File: config.mk
export PLATFORM = sky130hd
export DESIGN_NAME = multicycle_sequencer
export DESIGN_NICKNAME = d
export VERILOG_FILES = /design/src/rtl/multicycle_sequencer.sv
export SDC_FILE = /design/constraint.sdc
export NUM_CORES = 1
export LEC_CHECK = 0
export BUFFER_PORTS_ARGS = -buffer_cell sky130_fd_sc_hd__buf_2
export CAP_MARGIN = 20
export CORE_MARGIN = 5
export CORE_UTILIZATION = 46
export CTS_CLUSTER_DIAMETER = 120
export DETAILED_ROUTE_END_ITERATION = 10
export PLACE_DENSITY_LB_ADDON = 0.25
export SETUP_SLACK_MARGIN = 0.1
export SYNTH_ARGS = -nofsm -noshare
export SYNTH_HDL_FRONTEND = slang
export SYNTH_SLANG_ARGS = --single-unit
File: constraint.sdc
create_clock -name clk -period 4.97 [get_ports clk]
set_input_delay 0.497 -clock clk [delete_from_list [all_inputs] [get_ports clk]]
set_output_delay 0.497 -clock clk [all_outputs]
set_load 0.05 [all_outputs]
File: src/rtl/multicycle_sequencer.sv
// Multi-cycle phase controller for the KGP_RISC datapath.
// Steps each instruction through FETCH/DECODE/EXECUTE/MEM/WRITEBACK and
// handshakes with the instruction and data memories. It flags halt,
// illegal-opcode and memory-timeout conditions, and counts retired instructions.
module multicycle_sequencer #(
  parameter int unsigned TIMEOUT = 16,
  parameter int unsigned CNT_W   = 16
) (
  input  logic             clk,
  input  logic             reset,
  input  logic             start,
  input  logic [5:0]       opcode,
  input  logic             imem_ready,
  input  logic             dmem_ready,
  input  logic             branch_taken,
  output logic             imem_req,
  output logic             ir_load,
  output logic             pc_inc,
  output logic             pc_branch,
  output logic             alu_en,
  output logic             dmem_rd_req,
  output logic             dmem_wr_req,
  output logic             reg_write_en,
  output logic             busy,
  output logic             halted,
  output logic [1:0]       err_code,
  output logic [CNT_W-1:0] instr_count,
  output logic [2:0]       state
);

  localparam int unsigned WaitW = $clog2(TIMEOUT + 1);

  typedef enum logic [2:0] {
    StIdle    = 3'd0,
    StFetch   = 3'd1,
    StDecode  = 3'd2,
    StExecute = 3'd3,
    StMem     = 3'd4,
    StWb      = 3'd5,
    StHalt    = 3'd6
  } state_e;

  typedef enum logic [2:0] {
    ClsAlu, ClsLoad, ClsStore, ClsUbr, ClsCbr, ClsLink, ClsHlt, ClsIll
  } cls_e;

  state_e           state_q, state_d;
  logic [WaitW-1:0] wait_q, wait_d;
  logic [1:0]       err_q, err_d;
  logic [CNT_W-1:0] cnt_q, cnt_d;
  cls_e             cls;

  // Map the opcode to its instruction class.
  always_comb begin
    cls = ClsIll;
    case (opcode)
      6'b000000, 6'b001000: cls = ClsAlu;
      6'b100000:            cls = ClsLoad;
      6'b100001:            cls = ClsStore;
      6'b010000, 6'b010001: cls = ClsUbr;
      6'b010010:            cls = ClsCbr;
      6'b010011:            cls = ClsLink;
      6'b111111:            cls = ClsHlt;
      default:              cls = ClsIll;
    endcase
  end

  // Next-state, counters and phase strobes.
  always_comb begin
    state_d      = state_q;
    wait_d       = wait_q;
    err_d        = err_q;
    cnt_d        = cnt_q;
    imem_req     = 1'b0;
    ir_load      = 1'b0;
    pc_inc       = 1'b0;
    pc_branch    = 1'b0;
    alu_en       = 1'b0;
    dmem_rd_req  = 1'b0;
    dmem_wr_req  = 1'b0;
    reg_write_en = 1'b0;
    halted       = 1'b0;

    case (state_q)
      StIdle: begin
        if (start) state_d = StFetch;
      end
      StFetch: begin
        imem_req = 1'b1;
        // Ready takes priority over a timeout landing in the same cycle.
        if (imem_ready) begin
          ir_load = 1'b1;
          pc_inc  = 1'b1;
          state_d = StDecode;
        end else if (wait_q == WaitW'(TIMEOUT - 1)) begin
          err_d   = 2'b01;
          state_d = StHalt;
        end else begin
          wait_d = wait_q + WaitW'(1);
        end
      end
      StDecode: begin
        if (cls == ClsHlt) begin
          state_d = StHalt;
        end else if (cls == ClsIll) begin
          err_d   = 2'b11;
          state_d = StHalt;
        end else begin
          state_d = StExecute;
        end
      end
      StExecute: begin
        alu_en = 1'b1;
        case (cls)
          ClsAlu:            state_d = StWb;
          ClsLoad, ClsStore: state_d = StMem;
          ClsUbr: begin
            pc_branch = 1'b1;
            state_d   = StFetch;
          end
          ClsCbr: begin
            pc_branch = branch_taken;
            state_d   = StFetch;
          end
          ClsLink: begin
            pc_branch = 1'b1;
            state_d   = StWb;
          end
          // Opcode changed under us after DECODE: treat as illegal.
          default: begin
            err_d   = 2'b11;
            state_d = StHalt;
          end
        endcase
      end
      StMem: begin
        dmem_rd_req = (cls == ClsLoad);
        dmem_wr_req = (cls == ClsStore);
        if (dmem_ready) begin
          state_d = (cls == ClsLoad) ? StWb : StFetch;
        end else if (wait_q == WaitW'(TIMEOUT - 1)) begin
          err_d   = 2'b10;
          state_d = StHalt;
        end else begin
          wait_d = wait_q + WaitW'(1);
        end
      end
      StWb: begin
        reg_write_en = 1'b1;
        state_d      = StFetch;
      end
      StHalt: begin
        halted = 1'b1;
        if (start) begin
          err_d   = 2'b00;
          state_d = StFetch;
        end
      end
      default: state_d = StIdle;
    endcase

    if (state_d != state_q) wait_d = '0;

    // Retire only when an instruction completes back into FETCH; saturate.
    if (state_d == StFetch &&
        (state_q == StExecute || state_q == StMem || state_q == StWb) &&
        cnt_q != {CNT_W{1'b1}}) begin
      cnt_d = cnt_q + CNT_W'(1);
    end
  end

  // State and bookkeeping registers.
  always_ff @(posedge clk or negedge reset) begin
    if (!reset) begin
      state_q <= StIdle;
      wait_q  <= '0;
      err_q   <= 2'b00;
      cnt_q   <= '0;
    end else begin
      state_q <= state_d;
      wait_q  <= wait_d;
      err_q   <= err_d;
      cnt_q   <= cnt_d;
    end
  end

  assign busy        = (state_q != StIdle) && (state_q != StHalt);
  assign err_code    = err_q;
  assign instr_count = cnt_q;
  assign state       = state_q;

endmodule

After elaboration in Yosys (flattened, before gate mapping)
Index checks and enable logic that the tools add are counted.

word-level totals
  register bits = 26
  input port bits = 12
  word-level logic and storage cells = 97
  output and inout port bits = 31

cells by class
  mux-type cells = 34
  add/sub/neg operators = 2
  eq/ne operators = 36
  reductions and logical operators = 21

operator list
  cell                                                 count
  equality test 6 x 5 -> 1 bit, second input constant  4
  equality test 3 bit, second input constant           7
  two-way mux 3 bit                                    7
  one-hot mux 3 bit (7 select lines)                   1
  two-way mux 5 bit                                    4
  equality test 6 bit, second input constant           3
  one-hot mux 3 bit (6 select lines)                   1
  adder 16 x 1 -> 16 bit, second input constant        1
  two-way mux 2 bit                                    8
  != test 16 bit, second input constant                1
  != test 2 bit, second input constant                 8
  OR reduction 2 bit                                   7
  equality test 3 x 2 -> 1 bit, second input constant  4
  one-hot mux 2 bit (5 select lines)                   1
  one-hot mux 5 bit (2 select lines)                   1
  equality test 3 x 1 -> 1 bit, second input constant  3
  two-way mux 1 bit                                    9
  != test 3 bit, second input constant                 3
  one-hot mux 3 bit (3 select lines)                   1
  AND reduction 9 bit                                  1
  equality test 6 x 4 -> 1 bit, second input constant  1
  logical NOT 3 bit                                    2
  logical NOT 6 bit                                    1
  nonzero test 3 bit                                   2
  other kinds (9)                                      12

Logic depth before layout (Yosys ltp)
Gate-level depths: netlist (run 1).

  depth in word-level cells = 10
  depth in mapped cells = 9
  depth with buffers taken out = 9

Worst setup path after synthesis (run 1)
OpenSTA, ideal clock, no wires.

  path kind = register -> output
  from = register state_q[2] (netlist: state[2])
  to = output pc_inc
  required time = 4.473 ns
  arrival = 2.524 ns
  stages on the path, launching flop included = 6
  setup slack = 1.949 ns
  path buffers = 2
  cell sequence = dfrtp_1 buf_4 nand2b_1 nor2_1 and2_1 buf_4

between the ends
  cells in the longest elaborated chain, start to end = 2

RTL lines
  what                          RTL line  RTL
  start: declaration            47        state_e state_q, state_d;
  start signal: assignment      175       state_q <= StIdle;
  start signal: assignment      180       state_q <= state_d;
  equality test 3 x 1 -> 1 bit  --
  two-way mux 1 bit             --
  end: declaration              18        output logic pc_inc,

Every way passes these cells.

Final worst setup path (run 1)
  from = register state_q[2] (netlist: state[2])
  to = output dmem_rd_req

between the ends
  cells in the longest elaborated chain, start to end = 2

RTL lines
  what                 RTL line  RTL
  equality test 3 bit  84        case (state_q)
  two-way mux 1 bit    84
  end: declaration     21        output logic dmem_rd_req,

Every way passes these cells.

==> insert_results.sql, run 1 <==
INSERT INTO impl_metrics (metric_group, metric, value, unit) VALUES
('route', 'dr.first_iter.drc_count', '145', ''),
('sta', 'unrepaired_setup_endpoints_after_global_routing', 'false', ''),
('logic_synthesis', 'synthTopCellsByArea', 'sky130_fd_sc_hd__dfrtp_1, sky130_fd_sc_hd__xnor2_1, sky130_fd_sc_hd__nand4_1', ''),
('critical_path', 'critical_path.slowest_cell', 'sky130_fd_sc_hd__dfrtp_1', ''),
('layout', 'final_cell_mix', 'sky130_fd_sc_hd__buf_2, sky130_fd_sc_hd__dfrtp_1, sky130_fd_sc_hd__nor2_1, sky130_fd_sc_hd__xnor2_1', ''),
('route', 'finalWirelength', '4.01', 'mm'),
('sta', 'fin_crit', '2720', 'ps'),
('sta', 'setup-violations-final', '0', ''),
('critical_path', 'crit_path_start_kind', 'register', ''),
('sta', 'final.setup.tns', '0', 'ps'),
('critical_path', 'crit_path_end_kind', 'output port', ''),
('critical_path', 'slowest_delay', '730', 'ps'),
('logic_synthesis', 'synth_top_area_share', '0.349', ''),
('layout', 'drive_gt1_frac', '0.251', ''),
('logic_synthesis', 'synth_edf_count', '0', ''),
('sta', 'tightestPinTransition', '631', 'ps'),
('logic_synthesis', 'ys_ff_latch', '26', ''),
('critical_path', 'critical_path_required', '4470', 'ps'),
('power_and_ir_drop', 'leakage', '0.935', 'nW'),
('floorplan', 'core_area', '0.00397', 'sq mm'),
('logic_synthesis', 'netlist_instances', '201', ''),
('layout', 'layout.cells.most_common', 'sky130_fd_sc_hd__buf_2', ''),
('flow_run', 'cap_violations', '0', ''),
('placement', 'port_buffers', '42', ''),
('floorplan', 'chipWidth', '73.6', 'microns'),
('sta', 'hold_violations_final', '0', ''),
('power_and_ir_drop', 'irDropWorstVdd', '0.333', 'mV'),
('floorplan', 'dieArea', '0.00542', 'sq mm'),
('route', 'detailedRoute.firstPassIterationCount', '4', ''),
('route', 'vias', '1575', ''),
('layout', 'flow.area_growth_from_synthesis', '11.8', '%'),
('global_route', 'antenna_found_initial', '0', ''),
('logic_synthesis', 'synthesized_net_count', '216', ''),
('sta', 'final.period_utilization', '0.547', ''),
('cts', 'cts-htree-levels', '1', ''),
('cts', 'cts-hold-fix-buffers', '0', ''),
('sta', 'finalHoldWorstSlack', '215', 'ps'),
('critical_path', 'worst_ep_arrival', '2220', 'ps'),
('global_route', 'globalRouteOverflowTotal', '0', ''),
('logic_synthesis', 'postSynthAreaPerCell', '9.26', 'sq um'),
('worst_hold_path', 'holdCritPathClass', 'in2async', ''),
('cts', 'cts.sink_count', '26', ''),
('critical_path', 'worstPathCellList', 'nor2b_1, o2111ai_2, nor2_1, buf_2', ''),
('global_route', 'grt_usage', '0.156', ''),
('logic_synthesis', 'yosysSeqAreaShare', '0.349', ''),
('layout', 'antenna_cells', '0', ''),
('cts', 'cts_tree', 'done', ''),
('sta', 'slew_viols_final', '0', ''),
('sta', 'max-slew-margin-rel', '0.580', ''),
('global_route', 'global_route_wire_length_before_repair', '6.89', 'mm'),
('cts', 'cts_inserted_buffers', '3', ''),
('power_and_ir_drop', 'power.density', '538', 'mW/mm^2'),
('layout', 'filler_cell_count', '383', ''),
('floorplan', 'start_util', '0.469', ''),
('critical_path', 'critical_path_peak_fanout', '22', ''),
('sta', 'fmaxAchievable', '0.368', 'GHz'),
('route', 'route.detailed.drc', '0', ''),
('logic_synthesis', 'dominantRegCellSynth', 'sky130_fd_sc_hd__dfrtp_1', ''),
('placement', 'gp_congestion', '0.805', ''),
('route', 'wl_per_cell', '14.1', 'microns'),
('cts', 'cts.root.buffer_cell', 'sky130_fd_sc_hd__clkbuf_8', ''),
('route', 'route.detailed.vias_per_inst', '5.53', ''),
('placement', 'hpwl_detailed', '3.08', 'mm'),
('global_route', 'grt_pass1_vias', '1505', ''),
('cts', 'ctsResizeCount', '0', ''),
('sta', 'fin_skew', '3.29', 'ps'),
('logic_synthesis', 'yosys.area.top_type', 'sky130_fd_sc_hd__dfrtp_1', ''),
('run_status', 'run_status', 'finished, final reports clean', ''),
('logic_synthesis', 'syn_std_cell_area', '0.00186', 'sq mm'),
('logic_synthesis', 'yosysWarnings', '0', ''),
('cts', 'cts.repair_timing.setup_buffer_count', '0', '');
power by group:
part	internal [W]	switching (W)	leakage, nW	total [W]
Clock	0.0000707	0.0000633	0.0288	0.000134
Combinational	0.000192	0.000441	0.563	0.000633
Sequential	0.000257	0.0000956	0.343	0.000352
sequential cells by signal, summed over array words and instances (netlist names):
name         flops
err_code         2
instr_count     16
state            3
wait_q           5
per-stage QoR:
step           instance area, sq um  total power (W)  instances   util  worst slack (ps)
2_1_floorplan                  1860         0.000878        201      -              1950
3_3_place_gp                   2030         0.000987        281  0.510              2600
3_5_place_dp                   2030         0.000991        281  0.510              2530
4_1_cts                        2080          0.00113        285  0.524              2240
5_1_grt                        2080          0.00119        285  0.524              1990
6_report                       2080          0.00112        285  0.524              2250
critical path: cells and delay by family, from the launching register on:
kind                   cells  cell delay [ps]
DFF                        1              730
and+or+nand+nor            2              680
AOI/OAI and AO/OA          1              260
buffers and inverters      1              300
synth_stat cells (all sizes together) (2+ instances only):
library cell  count
a21oi            12
nor4              2
xnor2            15
nand3b            5
nor2             16
and2              4
xor2              3
nand2b            2
buf              12
ha                3
nand3             8
nor3             11
o31ai             3
nor3b             2
nor2b             5
or2               3
nand4             9
nand2            11
o21ai             5
and3              3
mux2i             2
o211ai            2
and4              2
a32oi             2
inv              10
dfrtp            26
a2bb2oi           2
worst paths after layout:
kind	startpoint	to	slack [ps]	depth (start not counted)
min in group clk	instr_count[12]	instr_count[12]	500	1
min	reset	wait_q[0]	220	1
max in group asynchronous	reset	wait_q[2]	4370	1
min reg2reg	instr_count[12]	instr_count[12]	500	1
max	state[2]	dmem_rd_req	2250	4
max reg2reg	state[2]	wait_q[0]	2670	6
final cells by class:
type	instances	area (sq um)	share of cell area
Clock buffer	4	55.1	0.0264
Tap cell	50	62.6	0.0300
Inverter	10	37.5	0.0180
Timing Repair Buffer	42	210	0.101
Sequential cell	26	651	0.312
Multi-Input combinational cell	153	1070	0.512
routing by layer:
| metal | routed length [microns] | GRT usage |
|---|---|---|
| met4 | 38 | 0.0423 |
| met1 | 1840 | 0.215 |
| met3 | 179 | 0.0150 |
| met2 | 1950 | 0.260 |
| met5 | 0 | 0 |
logic make-up after synthesis:
| kind of cell | Yosys count | share of synthesized area |
|---|---|---|
| AOI/OAI and AO/OA | 41 | 0.167 |
| xor gates and xnor gates | 18 | 0.0847 |
| adders and majority gates | 3 | 0.0202 |
| buffers and inverters | 22 | 0.0780 |
| DFF | 26 | 0.349 |
| muxes | 3 | 0.0168 |
| and+or+nand+nor | 88 | 0.284 |
Power figures use the tool's default switching activity.
==> inputs of run 2 (changes only) <==
clock period = 2.4 ns   (was 4.97 ns; I/O delays follow)
==> run 2 against run 1 <==
Compared with the run above:
- global-route usage is 0.14 points higher
- largest cell class unchanged
- final area is 5.0% higher
- core utilization grew 2.6 points
- clock-buffer cell count did not move
- critical path depth rose by 1
- clock skew about the same
- via count increased by 4.0%
- sequential share of layout area is 1.4 points lower
==> insert_results.sql, run 2 (synthesis results as in run 1) <==
INSERT INTO impl_metrics (metric_group, metric, value, unit) VALUES
('floorplan', 'start_util', '0.469', ''),
('route', 'dr.first_iter.drc_count', '142', ''),
('layout', 'drive_gt1_frac', '0.317', ''),
('critical_path', 'crit_path_start_kind', 'register', ''),
('global_route', 'grt_usage', '0.157', ''),
('cts', 'cts.repair_timing.setup_buffer_count', '0', ''),
('run_status', 'run_status', 'finished, final reports clean', ''),
('critical_path', 'critical_path_required', '2160', 'ps'),
('floorplan', 'die_h', '73.6', 'microns'),
('route', 'drt.antenna.violating_nets', '0', ''),
('cts', 'cts.clk_slew.worst_paths', '80', 'ps'),
('worst_hold_path', 'worstHoldStart', 'imem_ready', ''),
('floorplan', 'core.rowCount', '23', ''),
('critical_path', 'worst_ep_arrival', '1930', 'ps'),
('layout', 'final_cell_mix', 'sky130_fd_sc_hd__buf_2, sky130_fd_sc_hd__dfrtp_1, sky130_fd_sc_hd__xnor2_1', ''),
('sta', 'fmaxAchievable', '0.461', 'GHz'),
('global_route', 'global_route_wire_length_before_repair', '6.93', 'mm'),
('power_and_ir_drop', 'total_power', '0.00240', 'W'),
('cts', 'cts_tree', 'done', ''),
('sta', 'final.setup.tns', '0', 'ps'),
('sta', 'tightestPinTransition', '584', 'ps'),
('sta', 'max-slew-margin-rel', '0.608', ''),
('layout', 'num-nets-final', '256', ''),
('critical_path', 'worstPathCellList', 'buf_4, nor2_1, o2111ai_2, nor2_4, buf_2', ''),
('critical_path', 'slowest_delay', '520', 'ps'),
('cts', 'cts-htree-levels', '1', ''),
('cts', 'worst_skew_pair.late_latency', '260', 'ps'),
('critical_path', 'timing.rr.start', 'wait_q[0]', ''),
('sta', 'setup-violations-final', '0', ''),
('layout', 'antenna_cells', '0', ''),
('layout', 'largest_register_ff_count', '16', ''),
('layout', 'layout.cells.most_common', 'sky130_fd_sc_hd__buf_2', ''),
('floorplan', 'floorplan.io_pins', '43', ''),
('cts', 'cts.sink_count', '26', ''),
('placement', 'post-place-cells', '285', ''),
('power_and_ir_drop', 'power.density', '1100', 'mW/mm^2'),
('cts', 'cts_inserted_buffers', '3', ''),
('layout', 'post_layout_nonfiller_instances', '290', ''),
('global_route', 'grt_pass1_vias', '1573', ''),
('route', 'finalWirelength', '3.97', 'mm'),
('global_route', 'globalRouteOverflowTotal', '0', ''),
('sta', 'hold_violations_final', '0', ''),
('worst_hold_path', 'holdPathEnd', 'state[1]', ''),
('power_and_ir_drop', 'irDropWorstVdd', '0.856', 'mV'),
('sta', 'fin_crit', '2170', 'ps'),
('cts', 'cts.path.max_buffers', '2', ''),
('route', 'route.detailed.drc', '0', ''),
('critical_path', 'crit_path_end_kind', 'output port', ''),
('sta', 'final.period_utilization', '0.904', ''),
('critical_path', 'crit_type', 'reg2out', ''),
('critical_path', 'timing.rr.end', 'wait_q[0]', ''),
('route', 'detailedRoute.firstPassIterationCount', '5', ''),
('placement', 'port_buffers', '42', ''),
('sta', 'fin_skew', '3.04', 'ps'),
('route', 'route.detailed.vias_per_inst', '5.65', ''),
('critical_path', 'worstRegToRegCells', '9', ''),
('power_and_ir_drop', 'leakage', '0.952', 'nW'),
('global_route', 'antenna_found_initial', '0', ''),
('layout', 'flow.area_growth_from_synthesis', '17.4', '%'),
('floorplan', 'chipWidth', '73.6', 'microns'),
('flow_run', 'cap_violations', '0', ''),
('worst_hold_path', 'min_delay_path_depth', '3', ''),
('sta', 'unrepaired_setup_endpoints_after_global_routing', 'false', ''),
('global_route', 'maximum_number_of_pins_on_one_net_before_global_route_repair', '27', ''),
('placement', 'gp_congestion', '0.851', ''),
('route', 'vias', '1638', ''),
('placement', 'hpwl_detailed', '3.05', 'mm'),
('critical_path', 'critical_path.slowest_cell', 'sky130_fd_sc_hd__dfrtp_1', ''),
('floorplan', 'core_area', '0.00397', 'sq mm'),
('floorplan', 'dieArea', '0.00542', 'sq mm'),
('critical_path', 'critical_path_peak_fanout', '14', ''),
('critical_path', 'regToRegSetupSlack', '270', 'ps'),
('cts', 'cts.root.buffer_cell', 'sky130_fd_sc_hd__clkbuf_8', ''),
('sta', 'slew_viols_final', '0', ''),
('route', 'wl_per_cell', '13.7', 'microns'),
('worst_hold_path', 'holdCritPathClass', 'in2reg', '');
run 2: cell count changes in the layout (fill, tap and decap cells not counted), moves of 2 or more:
cell and delta:
sky130_fd_sc_hd__nor3_2 +4, sky130_fd_sc_hd__nor2_1 -2, sky130_fd_sc_hd__nor3_1 -4, sky130_fd_sc_hd__buf_4 +4
run 2: where the power goes:
group	total, W	leakage (nW)	switching (W)	internal (W)
Combinational	0.00148	0.582	0.00103	0.000447
Clock	0.000271	0.0288	0.000125	0.000146
Sequential	0.000654	0.342	0.000120	0.000534
run 2: cell type report:
class,count,area [sq um]
multi-input cells,153,1120
inverters,10,41.3
repair buffers,47,250
fillers,378,1790
flip-flops and latches,26,652
clock buffers,4,55.1
well taps,50,62.6
run 2: how the worst max path moves through the flow:
stage                          from          end  slack, ps  cells past startpoint
after floorplan            state[2]       pc_inc         40                      5
after global placement    wait_q[0]    wait_q[1]        320                      9
after detailed placement  wait_q[0]    wait_q[0]        260                      9
after CTS                 wait_q[0]    wait_q[0]        240                      9
after global routing      wait_q[0]    wait_q[2]         90                      9
final                      state[0]  dmem_rd_req        230                      5
run 2: per-layer routing:
metal  track usage  share of wire  routed length [microns]  up-vias
met1         0.210           0.46                     1810      764
met2         0.265           0.47                     1850       52
met4        0.0523          0.016                       62        0
met5             0              0                        0        -
li1              -              -                        -      815
met3        0.0164          0.062                      246        7
run 2: critical path, delay by kind of cell, from the launching register on:
kind | cells | cell delay, ps
buffers and inverters | 2 | 520
DFF | 1 | 520
AOI/OAI and AO/OA | 1 | 250
and+or+nand+nor | 2 | 370
run 2: stage by stage:
stage	util	setup slack (ps)	cell area, sq um	hold WS [ps]
after global routing	0.550	92.3	2190	407
after CTS	0.539	242	2140	372
after floorplan	-	40.6	1880	-55.6
after detailed placement	0.523	260	2080	262
after global placement	0.523	321	2080	261
final	0.550	231	2190	383
run 2: what timing repair did:
action / in CTS / in global routing
resized for setup: 0 / 8
endpoints found under the hold margin: 26 / 0
hold buffers: 1 / 0
endpoints found under the setup margin: 0 / 5
==> inputs of run 3 (changes only) <==
ABC_AREA = 1   (was default)
CORE_ASPECT_RATIO = 0.7   (was default)
CORE_MARGIN = 10   (was 5)
==> run 3 against run 2 <==
Compared with the run above:
- clock-buffer cell count did not move
- core utilization rose by 4.3 points
- combinational power rose by 5%
- critical path depth rose by 9
- sequential share of layout area fell by 2.1 points
- routed wire length rose by 24%
- worst setup slack got worse by 18 ps
- via count rose by 15%
- first-iteration DRC count fell by 23%
- largest cell class unchanged
==> insert_results.sql, run 3 <==
INSERT INTO impl_metrics (metric_group, metric, value, unit) VALUES
('power_and_ir_drop', 'switching_power', '0.00136', 'W'),
('logic_synthesis', 'yosysWarnings', '0', ''),
('layout', 'largest_register_ff_count', '16', ''),
('power_and_ir_drop', 'total_power', '0.00249', 'W'),
('power_and_ir_drop', 'switching_share', '0.547', ''),
('placement', 'post-place-cells', '363', ''),
('cts', 'cts.path.max_buffers', '2', ''),
('sta', 'hold_violations_final', '0', ''),
('sta', 'slew_viols_final', '0', ''),
('global_route', 'global_route_wire_length_before_repair', '7.76', 'mm'),
('run_status', 'run_status', 'finished, final reports clean', ''),
('logic_synthesis', 'async_reset_ff_frac', '1.00', ''),
('logic_synthesis', 'postSynthAreaPerCell', '7.05', 'sq um'),
('route', 'vias', '1885', ''),
('critical_path', 'worst_ep_arrival', '2410', 'ps'),
('cts', 'cts.clk_slew.worst_paths', '90', 'ps'),
('logic_synthesis', 'yosysSeqAreaShare', '0.341', ''),
('power_and_ir_drop', 'power.density', '1060', 'mW/mm^2'),
('route', 'detailedRoute.firstPassIterationCount', '4', ''),
('sta', 'fmaxAchievable', '0.457', 'GHz'),
('layout', 'fin_util', '0.593', ''),
('route', 'finalWirelength', '4.93', 'mm'),
('cts', 'cts_tree', 'done', ''),
('critical_path', 'crit_path_end_kind', 'register', ''),
('logic_synthesis', 'syn_std_cell_area', '0.00191', 'sq mm'),
('critical_path', 'critical_path_required', '2620', 'ps'),
('cts', 'cts.root.buffer_cell', 'sky130_fd_sc_hd__clkbuf_8', ''),
('critical_path', 'critical_path_peak_fanout', '4', ''),
('sta', 'fin_skew', '6.23', 'ps'),
('logic_synthesis', 'synthesized_net_count', '286', ''),
('sta', 'max-slew-margin-rel', '0.619', ''),
('worst_hold_path', 'holdCritPathClass', 'in2reg', ''),
('route', 'dr.first_iter.drc_count', '109', ''),
('global_route', 'grt_pass1_vias', '1656', ''),
('sta', 'unrepaired_setup_endpoints_after_global_routing', 'false', ''),
('power_and_ir_drop', 'leakage', '1.26', 'nW'),
('logic_synthesis', 'dominantRegCellSynth', 'sky130_fd_sc_hd__dfrtp_1', ''),
('global_route', 'maximum_number_of_pins_on_one_net_before_global_route_repair', '27', ''),
('logic_synthesis', 'synthTopCellsByArea', 'sky130_fd_sc_hd__dfrtp_1, sky130_fd_sc_hd__nand2_1, sky130_fd_sc_hd__nand3_1', ''),
('critical_path', 'crit_type', 'reg2reg', ''),
('floorplan', 'dieArea', '0.00717', 'sq mm'),
('critical_path', 'slowest_delay', '410', 'ps'),
('layout', 'flow.area_growth_from_synthesis', '23.4', '%'),
('logic_synthesis', 'synth_edf_count', '0', ''),
('global_route', 'globalRouteOverflowTotal', '0', ''),
('logic_synthesis', 'ys_ff_latch', '26', ''),
('critical_path', 'crit_path_start_kind', 'register', ''),
('placement', 'port_buffers', '42', ''),
('logic_synthesis', 'yosys-top-cells-count', 'sky130_fd_sc_hd__nand2_1, sky130_fd_sc_hd__nand3_1, sky130_fd_sc_hd__nor2_1', ''),
('sta', 'fin_crit', '2190', 'ps'),
('route', 'route.detailed.drc', '0', ''),
('logic_synthesis', 'yosys.area.top_type', 'sky130_fd_sc_hd__dfrtp_1', ''),
('logic_synthesis', 'netlist_instances', '271', ''),
('sta', 'setup-violations-final', '0', ''),
('power_and_ir_drop', 'power_frac_clock', '0.117', ''),
('sta', 'final.setup.tns', '0', 'ps'),
('flow_run', 'cap_violations', '0', ''),
('placement', 'gp_congestion', '0.891', ''),
('floorplan', 'chipWidth', '97.0', 'microns'),
('floorplan', 'core.rowCount', '19', ''),
('global_route', 'antenna_found_initial', '0', ''),
('layout', 'antenna_cells', '0', ''),
('sta', 'final.period_utilization', '0.911', ''),
('logic_synthesis', 'count_of_different_cell_masters_after_synthesis', '30', ''),
('cts', 'cts.sink_count', '26', ''),
('power_and_ir_drop', 'power_report.internal_total', '0.00113', 'W'),
('sta', 'tightestPinTransition', '572', 'ps'),
('floorplan', 'core_area', '0.00397', 'sq mm'),
('power_and_ir_drop', 'irDropWorstVdd', '0.602', 'mV'),
('floorplan', 'floorplan.io_pins', '43', ''),
('cts', 'cts-htree-levels', '1', ''),
('layout', 'final_cell_mix', 'sky130_fd_sc_hd__nand2_1, sky130_fd_sc_hd__buf_2, sky130_fd_sc_hd__nand3_1', ''),
('power_and_ir_drop', 'part_of_the_power_in_registers', '0.263', ''),
('layout', 'layout.cells.most_common', 'sky130_fd_sc_hd__nand2_1', ''),
('layout', 'drive_gt1_frac', '0.289', ''),
('global_route', 'grt_usage', '0.126', ''),
('cts', 'cts_inserted_buffers', '3', ''),
('floorplan', 'die_h', '73.9', 'microns'),
('logic_synthesis', 'synth_top_area_share', '0.341', ''),
('route', 'wl_per_cell', '13.1', 'microns'),
('layout', 'post_layout_nonfiller_instances', '377', ''),
('route', 'drt.antenna.violating_nets', '0', ''),
('critical_path', 'worstPathCellList', 'ha_2, and3_4, ha_4, inv_4, a21oi_2, nand2_1, nand3_2, nor2_2, nand3_2, nor3_4, buf_6, buf_2, nand3_1, nand2_1', ''),
('power_and_ir_drop', 'power_frac_comb', '0.620', ''),
('route', 'route.detailed.vias_per_inst', '5.00', ''),
('layout', 'filler_cell_count', '385', ''),
('cts', 'worst_skew_pair.late_latency', '280', 'ps'),
('floorplan', 'start_util', '0.481', ''),
('logic_synthesis', 'yosysMostFrequentCell', 'sky130_fd_sc_hd__nand2_1', ''),
('layout', 'num-nets-final', '341', ''),
('placement', 'hpwl_detailed', '3.63', 'mm'),
('critical_path', 'critical_path.slowest_cell', 'sky130_fd_sc_hd__dfrtp_1', '');
-- run 3: cell count changes after synthesis, moves of 6 or more --
cell                      change
sky130_fd_sc_hd__nor2_1      +16
sky130_fd_sc_hd__nand3_1     +31
sky130_fd_sc_hd__a21oi_1      -8
sky130_fd_sc_hd__inv_2        +6
sky130_fd_sc_hd__xor2_1       +7
sky130_fd_sc_hd__xnor2_1      -9
sky130_fd_sc_hd__inv_1       +12
sky130_fd_sc_hd__nand2_1     +63
-- run 3: final timing paths --
| path | start | end | slack (ps) | depth (start not counted) |
|---|---|---|---|---|
| max | wait_q[0] | instr_count[15] | 210 | 14 |
| min | start | state[0] | 390 | 5 |
| max reg2reg | wait_q[0] | instr_count[15] | 210 | 14 |
| min reg2reg | err_code[0] | err_code[0] | 500 | 2 |
| max in group asynchronous | reset | state[2] | 1510 | 2 |
| min in group asynchronous | reset | err_code[1] | 480 | 2 |
-- run 3: logic make-up after synthesis --
kind of cell / Yosys count / synth area share
buf+inv: 33 / 0.0767
xor+xnor: 16 / 0.0734
compound gates: 11 / 0.0373
fa+ha+maj: 3 / 0.0197
mux: 1 / 0.00524
flops: 26 / 0.341
simple gates: 181 / 0.447
-- run 3: final cells by class --
type / instances / area (sq um) / area share
tap: 52 / 65.1 / 0.0276
clock buffer: 4 / 55.1 / 0.0234
inverter: 28 / 108 / 0.0457
multi-input combinational: 213 / 1170 / 0.495
sequential: 26 / 653 / 0.277
timing repair buffer: 54 / 308 / 0.131
-- run 3: critical path: cells and delay by family (launching register included) --
family / cells / cell delay, ps
AND/OR/NAND/NOR: 8 / 980
flip-flops: 1 / 410
adder cells (fa/ha/maj): 2 / 350
buffers and inverters: 3 / 340
AO/OA/AOI/OAI: 1 / 40
-- run 3: stage by stage --
| stage | cell area [sq um] | hold WS, ps | setup slack (ps) |
|---|---|---|---|
| 2_1_floorplan | 1920 | -55.6 | 110 |
| 3_3_place_gp | 2180 | 270 | 261 |
| 3_5_place_dp | 2180 | 274 | 196 |
| 4_1_cts | 2250 | 373 | 175 |
| 5_1_grt | 2360 | 421 | 91.1 |
| 6_report | 2360 | 388 | 213 |
-- run 3: power groups by stage --
stage	combinational (W)	sequential, W	clock (W)
2_1_floorplan	0.000921	0.000869	0
3_3_place_gp	0.00142	0.000662	0
3_5_place_dp	0.00142	0.000662	0
4_1_cts	0.00142	0.000654	0.000299
5_1_grt	0.00168	0.000675	0.000318
6_report	0.00155	0.000655	0.000291
-- run 3: metal layers --
layer  wire length (microns)  GRT usage  up-vias
met1                    2490      0.174      854
met5                       0          0        -
li1                        -          -      991
met4                      38     0.0294        0
met3                     326     0.0384        5
met2                    2080      0.188       35
-- run 3: repair_timing --
action / CTS / global route
buffers inserted: 0 / 7
hold buffers: 1 / 0
endpoints found under the hold margin: 26 / 0
endpoints found under the setup margin: 0 / 17
gates resized for setup: 0 / 12
